[src/rtl/ospi_xfer_ctrl_if.sv]
// Host/flash-side bundle for ospi_xfer_ctrl: descriptor handshake, write/read byte streams,
// completion pulse and the octal flash pins.
interface ospi_xfer_ctrl_if;
    logic        req_valid;
    logic        req_ready;
    logic [7:0]  req_cmd;
    logic [31:0] req_addr;
    logic        req_rw;
    logic [4:0]  req_dummy;
    logic [7:0]  req_len;
    logic [7:0]  wr_data;
    logic        wr_valid;
    logic        wr_ready;
    logic [7:0]  rd_data;
    logic        rd_valid;
    logic        done;
    logic        ospi_cs_n;
    logic        ospi_sclk;
    logic [7:0]  dq_o;
    logic        dq_oe;
    logic [7:0]  dq_i;

    modport master (
        output req_valid, req_cmd, req_addr, req_rw, req_dummy, req_len,
        output wr_data, wr_valid, dq_i,
        input  req_ready, wr_ready, rd_data, rd_valid, done,
        input  ospi_cs_n, ospi_sclk, dq_o, dq_oe
    );

    modport slave (
        input  req_valid, req_cmd, req_addr, req_rw, req_dummy, req_len,
        input  wr_data, wr_valid, dq_i,
        output req_ready, wr_ready, rd_data, rd_valid, done,
        output ospi_cs_n, ospi_sclk, dq_o, dq_oe
    );
endinterface

[src/rtl/ospi_xfer_ctrl.sv]
// Single-master OSPI transaction sequencer: CMD, ADDR, DUMMY, DATA phases in SDR octal mode,
// sclk = clk/2 with stretching while write data is unavailable.
// Optional feature macro: OSPI_CMD_DUAL_BYTE_EN (two-beat opcode: cmd then ~cmd).
module ospi_xfer_ctrl #(
    parameter int unsigned ADDR_BYTES  = 4,
    parameter int unsigned CS_HIGH_CYC = 2
) (
    input  logic            clk,
    input  logic            rst_n,
    ospi_xfer_ctrl_if.slave bus
);

`ifdef OSPI_CMD_DUAL_BYTE_EN
    localparam int unsigned CMD_BEATS = 2;
`else
    localparam int unsigned CMD_BEATS = 1;
`endif
    localparam int unsigned GAP_W = (CS_HIGH_CYC > 1) ? $clog2(CS_HIGH_CYC) : 1;

    typedef enum logic [2:0] {
        S_IDLE, S_CMD, S_ADDR, S_DUMMY, S_DATA, S_HOLD, S_GAP
    } state_t;

    state_t           state_q, state_d, nxt_state;
    logic [7:0]       cnt_q, cnt_d, nxt_cnt;
    logic             stall_q, stall_d;
    logic [GAP_W-1:0] gap_q, gap_d;
    logic [7:0]       cmd_q, cmd_d;
    logic [31:0]      addr_q, addr_d;
    logic             rw_q, rw_d;
    logic [4:0]       dummy_q, dummy_d;
    logic [7:0]       len_q, len_d;
    logic             req_ready_q, req_ready_d;
    logic             cs_n_q, cs_n_d;
    logic             sclk_q, sclk_d;
    logic [7:0]       dq_o_q, dq_o_d;
    logic             dq_oe_q, dq_oe_d;
    logic             wr_ready_q, wr_ready_d;
    logic [7:0]       rd_data_q, rd_data_d;
    logic             rd_valid_q, rd_valid_d;
    logic             done_q, done_d;
    logic             nxt_wr;
    logic [7:0]       addr_byte;

    assign bus.req_ready = req_ready_q;
    assign bus.ospi_cs_n = cs_n_q;
    assign bus.ospi_sclk = sclk_q;
    assign bus.dq_o      = dq_o_q;
    assign bus.dq_oe     = dq_oe_q;
    assign bus.wr_ready  = wr_ready_q;
    assign bus.rd_data   = rd_data_q;
    assign bus.rd_valid  = rd_valid_q;
    assign bus.done      = done_q;

    // Phase and remaining-beat count of the beat that follows the current one
    always_comb begin
        nxt_state = S_HOLD;
        nxt_cnt   = '0;
        if (cnt_q != 8'd0) begin
            nxt_state = state_q;
            nxt_cnt   = cnt_q - 8'd1;
        end else begin
            case (state_q)
                S_CMD: begin
                    nxt_state = S_ADDR;
                    nxt_cnt   = 8'(ADDR_BYTES - 1);
                end
                S_ADDR: begin
                    if (dummy_q != 5'd0) begin
                        nxt_state = S_DUMMY;
                        nxt_cnt   = 8'(dummy_q) - 8'd1;
                    end else if (len_q != 8'd0) begin
                        nxt_state = S_DATA;
                        nxt_cnt   = len_q - 8'd1;
                    end
                end
                S_DUMMY: begin
                    if (len_q != 8'd0) begin
                        nxt_state = S_DATA;
                        nxt_cnt   = len_q - 8'd1;
                    end
                end
                default: ;
            endcase
        end
    end

    assign nxt_wr    = (nxt_state == S_DATA) && !rw_q;
    assign addr_byte = 8'(addr_q >> {nxt_cnt[1:0], 3'b000});

    // Next-state and next-output logic; beats advance on the sclk-high cycle
    always_comb begin
        state_d     = state_q;
        cnt_d       = cnt_q;
        stall_d     = stall_q;
        gap_d       = gap_q;
        cmd_d       = cmd_q;
        addr_d      = addr_q;
        rw_d        = rw_q;
        dummy_d     = dummy_q;
        len_d       = len_q;
        req_ready_d = req_ready_q;
        cs_n_d      = cs_n_q;
        sclk_d      = sclk_q;
        dq_o_d      = dq_o_q;
        dq_oe_d     = dq_oe_q;
        wr_ready_d  = wr_ready_q;
        rd_data_d   = rd_data_q;
        rd_valid_d  = 1'b0;
        done_d      = 1'b0;

        case (state_q)
            S_IDLE: begin
                req_ready_d = 1'b1;
                if (bus.req_valid && req_ready_q) begin
                    cmd_d       = bus.req_cmd;
                    addr_d      = bus.req_addr;
                    rw_d        = bus.req_rw;
                    dummy_d     = bus.req_dummy;
                    len_d       = bus.req_len;
                    state_d     = S_CMD;
                    cnt_d       = 8'(CMD_BEATS - 1);
                    stall_d     = 1'b0;
                    req_ready_d = 1'b0;
                    cs_n_d      = 1'b0;
                    sclk_d      = 1'b0;
                    dq_o_d      = bus.req_cmd;
                    dq_oe_d     = 1'b1;
                    wr_ready_d  = 1'b0;
                end
            end
            S_CMD, S_ADDR, S_DUMMY, S_DATA: begin
                if (stall_q) begin
                    // sclk held low until the write byte arrives; beat starts next cycle
                    if (bus.wr_valid) begin
                        stall_d    = 1'b0;
                        wr_ready_d = 1'b0;
                        dq_o_d     = bus.wr_data;
                        dq_oe_d    = 1'b1;
                    end
                end else if (!sclk_q) begin
                    sclk_d     = 1'b1;
                    wr_ready_d = nxt_wr;
                end else begin
                    sclk_d = 1'b0;
                    if (state_q == S_DATA && rw_q) begin
                        rd_data_d  = bus.dq_i;
                        rd_valid_d = 1'b1;
                    end
                    if (nxt_state == S_HOLD) begin
                        state_d    = S_HOLD;
                        cnt_d      = '0;
                        dq_oe_d    = 1'b0;
                        wr_ready_d = 1'b0;
                    end else begin
                        state_d = nxt_state;
                        cnt_d   = nxt_cnt;
                        if (nxt_wr && !bus.wr_valid) begin
                            stall_d = 1'b1;
                        end else begin
                            wr_ready_d = 1'b0;
                            case (nxt_state)
                                S_CMD: begin
                                    dq_o_d  = ~cmd_q;
                                    dq_oe_d = 1'b1;
                                end
                                S_ADDR: begin
                                    dq_o_d  = addr_byte;
                                    dq_oe_d = 1'b1;
                                end
                                S_DUMMY: dq_oe_d = 1'b0;
                                default: begin
                                    if (rw_q) begin
                                        dq_oe_d = 1'b0;
                                    end else begin
                                        dq_o_d  = bus.wr_data;
                                        dq_oe_d = 1'b1;
                                    end
                                end
                            endcase
                        end
                    end
                end
            end
            S_HOLD: begin
                cs_n_d  = 1'b1;
                done_d  = 1'b1;
                state_d = S_GAP;
                gap_d   = GAP_W'(CS_HIGH_CYC - 1);
            end
            S_GAP: begin
                if (gap_q == '0) begin
                    state_d     = S_IDLE;
                    req_ready_d = 1'b1;
                end else begin
                    gap_d = gap_q - GAP_W'(1);
                end
            end
            default: state_d = S_IDLE;
        endcase
    end

    // State, descriptor and registered outputs
    always_ff @(posedge clk or negedge rst_n) begin
        if (!rst_n) begin
            state_q     <= S_IDLE;
            cnt_q       <= '0;
            stall_q     <= 1'b0;
            gap_q       <= '0;
            cmd_q       <= '0;
            addr_q      <= '0;
            rw_q        <= 1'b0;
            dummy_q     <= '0;
            len_q       <= '0;
            req_ready_q <= 1'b1;
            cs_n_q      <= 1'b1;
            sclk_q      <= 1'b0;
            dq_o_q      <= '0;
            dq_oe_q     <= 1'b0;
            wr_ready_q  <= 1'b0;
            rd_data_q   <= '0;
            rd_valid_q  <= 1'b0;
            done_q      <= 1'b0;
        end else begin
            state_q     <= state_d;
            cnt_q       <= cnt_d;
            stall_q     <= stall_d;
            gap_q       <= gap_d;
            cmd_q       <= cmd_d;
            addr_q      <= addr_d;
            rw_q        <= rw_d;
            dummy_q     <= dummy_d;
            len_q       <= len_d;
            req_ready_q <= req_ready_d;
            cs_n_q      <= cs_n_d;
            sclk_q      <= sclk_d;
            dq_o_q      <= dq_o_d;
            dq_oe_q     <= dq_oe_d;
            wr_ready_q  <= wr_ready_d;
            rd_data_q   <= rd_data_d;
            rd_valid_q  <= rd_valid_d;
            done_q      <= done_d;
        end
    end

endmodule

[src/flat_wrapper.sv]
// flat-port wrapper written by rule: the top's interface ports become plain ports
module ospi_xfer_ctrl_flat 
#(
    parameter int unsigned ADDR_BYTES  = 4,
    parameter int unsigned CS_HIGH_CYC = 2
)
  (clk, rst_n, bus_req_valid, bus_req_cmd, bus_req_addr, bus_req_rw, bus_req_dummy, bus_req_len, bus_wr_data, bus_wr_valid, bus_dq_i, bus_req_ready, bus_wr_ready, bus_rd_data, bus_rd_valid, bus_done, bus_ospi_cs_n, bus_ospi_sclk, bus_dq_o, bus_dq_oe);
  ospi_xfer_ctrl_if bus_i ();
  input  logic clk;
  input  logic rst_n;
  input wire logic [$bits(bus_i.req_valid)-1:0] bus_req_valid;
  input wire logic [$bits(bus_i.req_cmd)-1:0] bus_req_cmd;
  input wire logic [$bits(bus_i.req_addr)-1:0] bus_req_addr;
  input wire logic [$bits(bus_i.req_rw)-1:0] bus_req_rw;
  input wire logic [$bits(bus_i.req_dummy)-1:0] bus_req_dummy;
  input wire logic [$bits(bus_i.req_len)-1:0] bus_req_len;
  input wire logic [$bits(bus_i.wr_data)-1:0] bus_wr_data;
  input wire logic [$bits(bus_i.wr_valid)-1:0] bus_wr_valid;
  input wire logic [$bits(bus_i.dq_i)-1:0] bus_dq_i;
  output wire logic [$bits(bus_i.req_ready)-1:0] bus_req_ready;
  output wire logic [$bits(bus_i.wr_ready)-1:0] bus_wr_ready;
  output wire logic [$bits(bus_i.rd_data)-1:0] bus_rd_data;
  output wire logic [$bits(bus_i.rd_valid)-1:0] bus_rd_valid;
  output wire logic [$bits(bus_i.done)-1:0] bus_done;
  output wire logic [$bits(bus_i.ospi_cs_n)-1:0] bus_ospi_cs_n;
  output wire logic [$bits(bus_i.ospi_sclk)-1:0] bus_ospi_sclk;
  output wire logic [$bits(bus_i.dq_o)-1:0] bus_dq_o;
  output wire logic [$bits(bus_i.dq_oe)-1:0] bus_dq_oe;
  assign bus_i.req_valid = bus_req_valid;
  assign bus_i.req_cmd = bus_req_cmd;
  assign bus_i.req_addr = bus_req_addr;
  assign bus_i.req_rw = bus_req_rw;
  assign bus_i.req_dummy = bus_req_dummy;
  assign bus_i.req_len = bus_req_len;
  assign bus_i.wr_data = bus_wr_data;
  assign bus_i.wr_valid = bus_wr_valid;
  assign bus_i.dq_i = bus_dq_i;
  assign bus_req_ready = bus_i.req_ready;
  assign bus_wr_ready = bus_i.wr_ready;
  assign bus_rd_data = bus_i.rd_data;
  assign bus_rd_valid = bus_i.rd_valid;
  assign bus_done = bus_i.done;
  assign bus_ospi_cs_n = bus_i.ospi_cs_n;
  assign bus_ospi_sclk = bus_i.ospi_sclk;
  assign bus_dq_o = bus_i.dq_o;
  assign bus_dq_oe = bus_i.dq_oe;
  ospi_xfer_ctrl #(.ADDR_BYTES(ADDR_BYTES), .CS_HIGH_CYC(CS_HIGH_CYC)) u_core (.clk(clk), .rst_n(rst_n), .bus(bus_i));
endmodule
[config.mk]
export PLATFORM = sky130hd
export DESIGN_NAME = ospi_xfer_ctrl_flat
export DESIGN_NICKNAME = d
export VERILOG_FILES = /design/src/rtl/ospi_xfer_ctrl_if.sv /design/src/rtl/ospi_xfer_ctrl.sv /design/src/flat_wrapper.sv
export SDC_FILE = /design/constraint.sdc
export NUM_CORES = 1
export LEC_CHECK = 0
export CORE_UTILIZATION = 50
export CTS_CLUSTER_DIAMETER = 50
export DETAILED_ROUTE_END_ITERATION = 10
export GPL_TIMING_DRIVEN = 1
export PLACE_DENSITY = 0.77
export SLEW_MARGIN = 20
export SYNTH_ARGS = -nofsm -noshare
export SYNTH_HDL_FRONTEND = slang
export SYNTH_SLANG_ARGS = --single-unit
[constraint.sdc]
create_clock -name clk -period 7.7 [get_ports clk]
set_input_delay 1.54 -clock clk [delete_from_list [all_inputs] [get_ports clk]]
set_output_delay 1.54 -clock clk [all_outputs]
set_load 0.01 [all_outputs]
==> results.yml, run 1 <==
clock_network:
  cts_max_level: 3
  cts.sinks: 90
  clock_latency_ps: 370
  cts_tree: "built"
  cts_made_buffers: 9
  clk_pin_slew_ps: 90
  cts_setup_buffers: 0
  cts_buffer_depth: 2
  cts_resized: 0
  hold_buffers: 0
  cts_root_buffer: "clkbuf_8"
pwr:
  swShare_pct: 42.9
  p_int_w: 0.00153
  p_leak_nw: 2.54
  power_switching_w: 0.00115
  vdd_drop_max_uv: 270
  p_seq_share_pct: 32.9
  clkPwrFrac_pct: 12.8
  power.density_nw_per_um2: 419
  pwr-share-comb_pct: 54.3
logic_synthesis:
  synth-edff-count: 0
  synth_fp_nets: 592
  ys_seq_area_share_pct: 43.6
  synth_area_leaders: "dfrtp_1 43%, mux2_2 13%, o21ai_0 3.3%"
  synth.avg_cell_area_um2: 10.1
  netlist_area_um2: 5170
  yosysTopAreaCell: "dfrtp_1"
  ys_ff_latch: 90
  synth_ff_type: "dfrtp_1"
  synth_top_area_share_pct: 42.6
  async_flop_share_pct: 100
  ys.warnings.count: 0
  synth_cells: 512
  ys_types: 71
detailed_routing:
  routedWlPerCell_um: 18.3
  viasPerCell: 6.14
  post-route-drc-count: 0
  vias: 4480
  postRouteAntennaNets: 0
  drt-initial-drc-count: 287
  totalWireLength_um: 13400
  drtPass1Iterations: 5
floorplanning:
  die_x_um: 104
  initial_core_util_pct: 52.2
  num_io_pins: 97
  die_area_um2: 10700
  rows: 36
  coreArea_um2: 9910
  chipHeight_um: 104
sta:
  finalSetupViolCount: 0
  min_period_ps: 3470
  tightest_slew_ps: 997
  final_max_slew_viol_count: 0
  fin_crit_sh_pct: 45.1
  finalSetupTns_ps: 0
  rsz0062_at_grt: "no"
  max_slew_margin_pct: 31.6
  skew_ps: 7.10
  max_freq_mhz: 288
  hold_viol: 0
placement:
  dp.cells: 714
  dpl.hpwl_um: 9530
  port_buffers: 96
  place_congestion: 0.876
final_layout:
  layout-drive-gt1-share_pct: 17.8
  num-nets-final: 672
  final_cell_mix: "95 x clkdlybuf4s50_1, 88 x dfrtp_1, 58 x mux2_2, 40 x nand2_1, 34 x o21ai_0"
  final_common_cell: "clkdlybuf4s50_1"
  area_growth_pct: 23.7
  stdcell_count: 730
  fillCellCount: 823
  antenna-diode-count: 0
  layout.area.seq_um2: 2250
  multi_input_area_um2: 2710
setup_path:
  path_cells: "clkdlybuf4s50_1, mux2_2, a21oi_1, o21ai_1, o2111a_1, or2_1, a41oi_2"
  arrival_ps: 3700
  critPathRequiredTime_ps: 7930
  critPathKind: "input port to register"
  cpMaxStageDelayCell: "clkdlybuf4s50_1"
  start_kind: "input port"
  worst-path-max-fanout: 9
  critPathCaptureType: "register"
  slowest_delay_ps: 600
global_route:
  grt_pass1_vias: 4399
  antenna_found_initial: 0
  grt_pass1_wl_um: 22300
  grt_overflow: 0
  globalRouteTotalUtil_pct: 26.0
  grt_max_degree: 63
status:
  outcome: "finished clean"
hold_path:
  hold_path.class: "register to register"
flow_run:
  maxCapViolCount: 0
==> cells by family (layout without fill, tap and decap cells) <==
group                      count (synthesis)  in the layout  synth area share (%)
adders and majority gates                  6              6                  1.45
DFF                                       90             90                  43.6
buffers and inverters                     45            130                  4.11
xor gates and xnor gates                   9              9                  1.53
and+or+nand+nor                          152            152                  15.7
AOI/OAI and AO/OA                        151            151                  20.8
muxes                                     59             59                  12.8
==> cell usage after synthesis, drive strengths merged, types with 3 or more instances <==
| cell | n |
|---|---|
| dfrtp | 88 |
| mux2 | 58 |
| nand2 | 40 |
| o21ai | 37 |
| a21oi | 27 |
| nor2 | 25 |
| clkbuf | 23 |
| nor3 | 16 |
| nand3 | 14 |
| and3 | 13 |
| o22ai | 13 |
| inv | 12 |
| buf | 10 |
| a211o | 9 |
| a21boi | 8 |
| xnor2 | 7 |
| a221oi | 6 |
| a41oi | 6 |
| ha | 6 |
| nor2b | 6 |
| a31oi | 5 |
| nor4 | 5 |
| or3b | 5 |
| nand3b | 4 |
| o2111ai | 4 |
| o21bai | 4 |
| o221ai | 4 |
| or2 | 4 |
| or4 | 4 |
| a211oi | 3 |
| a21o | 3 |
| and2 | 3 |
| nand2b | 3 |
| nor3b | 3 |
| nor4b | 3 |
==> path summary, 6_finish.rpt <==
path | startpoint | cells after the start | slack [ps] | to
min | u_core.bus.ospi_cs_n$_DFFE_PN1P_ | 2 | 480 | u_core.bus.ospi_cs_n$_DFFE_PN1P_
max reg2reg | u_core.cnt_q[0]$_DFFE_PN0P_ | 8 | 4260 | u_core.bus.dq_o[0]$_DFFE_PN0P_
max in group asynchronous | rst_n | 2 | 5540 | u_core.addr_q[13]$_DFFE_PN0P_
min in group asynchronous | rst_n | 1 | 1140 | u_core.cnt_q[6]$_DFFE_PN0P_
min reg2reg | u_core.bus.ospi_cs_n$_DFFE_PN1P_ | 2 | 480 | u_core.bus.ospi_cs_n$_DFFE_PN1P_
max | bus_wr_valid | 7 | 4230 | u_core.bus.dq_o[5]$_DFFE_PN0P_
==> critical path: cells and delay by family <==
kind	cells	cell delay, ps
AOI/OAI and AO/OA	4	920
and+or+nand+nor	1	410
buffers and inverters	1	600
muxes	1	210
==> area by class of cell <==
cell class	count	area share, %
Multi-Input combinational cell	377	42.4
Sequential cell	90	35.3
Clock inverter	4	0.920
Inverter	12	0.705
Timing Repair Buffer	102	15.7
Tap cell	133	2.60
Clock buffer	12	2.43
==> state kept, by name, summed over array words and instances, names as in the netlist <==
register and count:
u_core.addr_q 32, u_core.bus.dq_o 8, u_core.bus.rd_data 8, u_core.cmd_q 8, u_core.cnt_q 8, u_core.len_q 8
u_core.dummy_q 5, u_core.state_q 3, u_core.bus.done 1, u_core.bus.dq_oe 1, u_core.bus.ospi_cs_n 1, u_core.bus.ospi_sclk 1
u_core.bus.rd_valid 1, u_core.bus.req_ready 1, u_core.bus.wr_ready 1, u_core.gap_q 1, u_core.rw_q 1, u_core.stall_q 1
==> per-stage QoR <==
stage,worst slack [ps],power [W],hold WS (ps),cell area [um^2],util [%]
6_report,4230,0.00268,477,6390,64.5
5_1_grt,4080,0.00287,507,6390,64.5
4_1_cts,4260,0.00267,480,6390,64.5
3_5_place_dp,3860,0.00232,467,6180,62.3
3_3_place_gp,3980,0.00225,463,6180,62.3
2_1_floorplan,4680,0.00193,471,5170,-
==> routing by layer <==
| metal | up-vias | share of wire [%] | track usage (%) |
|---|---|---|---|
| met5 | - | 0 | 0 |
| met4 | 0 | 1.2 | 7.55 |
| met3 | 16 | 7.9 | 6.99 |
| met2 | 210 | 47 | 41.0 |
| met1 | 2185 | 44 | 35.3 |
| li1 | 2069 | - | - |
==> power groups by stage <==
stage / Sequential, W / Clock, W / Combinational [W]
finish: 0.000883 / 0.000344 / 0.00145
global route: 0.000909 / 0.000373 / 0.00159
CTS: 0.000879 / 0.000349 / 0.00144
detailed placement: 0.000887 / 0 / 0.00143
global placement: 0.000873 / 0 / 0.00138
floorplan: 0.000832 / 0 / 0.00110
No activity file was read; power rests on OpenSTA's default activity.
==> run 2, diff against run 1 <==
Clock period 7.7 ns to 3.51 ns, I/O delays scaled along.
==> results.yml, run 2 (same netlist as run 1, synthesis figures left out) <==
clock_network:
  hold_buffers: 0
  clock_latency_ps: 360
  cts.sinks: 90
  cts_resized: 0
  cts_made_buffers: 9
  cts_root_buffer: "clkbuf_8"
  cts_buffer_depth: 2
  cts_tree: "built"
  cts_max_level: 3
  cts_setup_buffers: 0
  clk_pin_slew_ps: 100
floorplanning:
  chipHeight_um: 104
  initial_core_util_pct: 52.2
  die_area_um2: 10700
  num_io_pins: 97
  die_x_um: 104
  rows: 36
  coreArea_um2: 9910
pwr:
  vdd_drop_max_uv: 376
  p_leak_nw: 2.60
  total_power_w: 0.00605
  power.density_nw_per_um2: 933
setup_path:
  start_kind: "register"
  critPathRequiredTime_ps: 3800
  worst-path-max-fanout: 10
  arrival_ps: 3380
  critPathKind: "register to register"
  critPathCaptureType: "register"
  rrSetupSlack_ps: 420
placement:
  place_congestion: 0.903
  port_buffers: 96
  dpl.hpwl_um: 9700
final_layout:
  top_register: "u_core.addr_q"
  antenna-diode-count: 0
  final_cell_mix: "95 x clkdlybuf4s50_1, 88 x dfrtp_1, 58 x mux2_2, 40 x nand2_1, 34 x o21ai_0"
  largest_reg_flops: 32
  num-nets-final: 680
  final_common_cell: "clkdlybuf4s50_1"
  layout-drive-gt1-share_pct: 19.0
  area_growth_pct: 25.6
detailed_routing:
  post-route-drc-count: 0
  drt-initial-drc-count: 374
  routedWlPerCell_um: 18.3
  postRouteAntennaNets: 0
  drtPass1Iterations: 5
  vias: 4523
  totalWireLength_um: 13500
  viasPerCell: 6.13
global_route:
  grt_util_met1_pct: 35.3
  grt_use_met3_pct: 6.17
  antenna_found_initial: 0
  busiest_layer: "met2"
  globalRouteTotalUtil_pct: 25.8
  grt_max_degree: 91
  grt_overflow: 0
  grt_use_met2_pct: 40.7
  grt_pass1_wl_um: 22200
  grt_pass1_vias: 4411
sta:
  tightest_slew_ps: 836
  final_max_slew_viol_count: 0
  max_freq_mhz: 324
  hold_viol: 0
  finalSetupTns_ps: 0
  skew_ps: 11.0
  fin_crit_sh_pct: 88.0
  min_period_ps: 3090
  rsz0062_at_grt: "no"
  finalSetupViolCount: 0
  max_slew_margin_pct: 44.3
status:
  outcome: "finished clean"
flow_run:
  maxCapViolCount: 0
hold_path:
  hold_path.class: "input port to async pin"
==> run 2: cell count changes in the layout (fill, tap and decap cells not counted) <==
cell and delta:
buf_12 +1, buf_4 +6, buf_6 +1, bufinv_16 +1, clkbuf_1 -1, clkbuf_8 -1, inv_6 +1
==> run 2: layer usage <==
| layer | part of all wire (%) | vias to the layer above |
|---|---|---|
| met4 | 1.3 | 0 |
| met3 | 7.7 | 17 |
| met5 | 0 | - |
| met2 | 46 | 195 |
| met1 | 45 | 2210 |
| li1 | - | 2101 |
==> run 2: cell type report <==
cell class,count,area (um^2)
Fill cell,818,3420
Multi-Input combinational cell,377,2710
Sequential cell,90,2250
Timing Repair Buffer,110,1080
Tap cell,133,166
Clock buffer,10,138
Clock inverter,6,97.6
Inverter,12,45.0
==> run 2: final timing paths <==
check                                                 start                                to  cells after the start
max                             u_core.cnt_q[0]$_DFFE_PN0P_    u_core.bus.dq_o[3]$_DFFE_PN0P_                      8
min                                                   rst_n   u_core.bus.wr_ready$_DFFE_PN0P_                      1
max reg2reg                     u_core.cnt_q[0]$_DFFE_PN0P_    u_core.bus.dq_o[3]$_DFFE_PN0P_                      8
min reg2reg                u_core.bus.ospi_cs_n$_DFFE_PN1P_  u_core.bus.ospi_cs_n$_DFFE_PN1P_                      2
max in group asynchronous                             rst_n      u_core.addr_q[0]$_DFFE_PN0P_                      1
min in group clk           u_core.bus.ospi_cs_n$_DFFE_PN1P_  u_core.bus.ospi_cs_n$_DFFE_PN1P_                      2
==> run 2: through the flow <==
stage,instance area [um^2],utilization (%),cells,setup slack [ps],hold WS [ps]
after CTS,6490,65.5,738,526,481
after global routing,6490,65.5,738,243,481
after detailed placement,6250,63.1,722,469,466
after global placement,6250,63.1,722,573,462
final,6490,65.5,738,420,377
after floorplan,5170,-,512,1070,406
==> run 2: power by group <==
part,internal [W],switching (W)
Sequential,0.00152,0.000399
Combinational,0.00153,0.00178
Clock,0.000431,0.000400
==> run 2: worst max-delay path: stages (launching register included) <==
cell      delay, ps
dfrtp_1         420
inv_1           120
ha_1            190
or3b_2          480
nor2_1          560
o311ai_1        250
a21oi_1         510
o21ai_0         270
a41oi_2         220
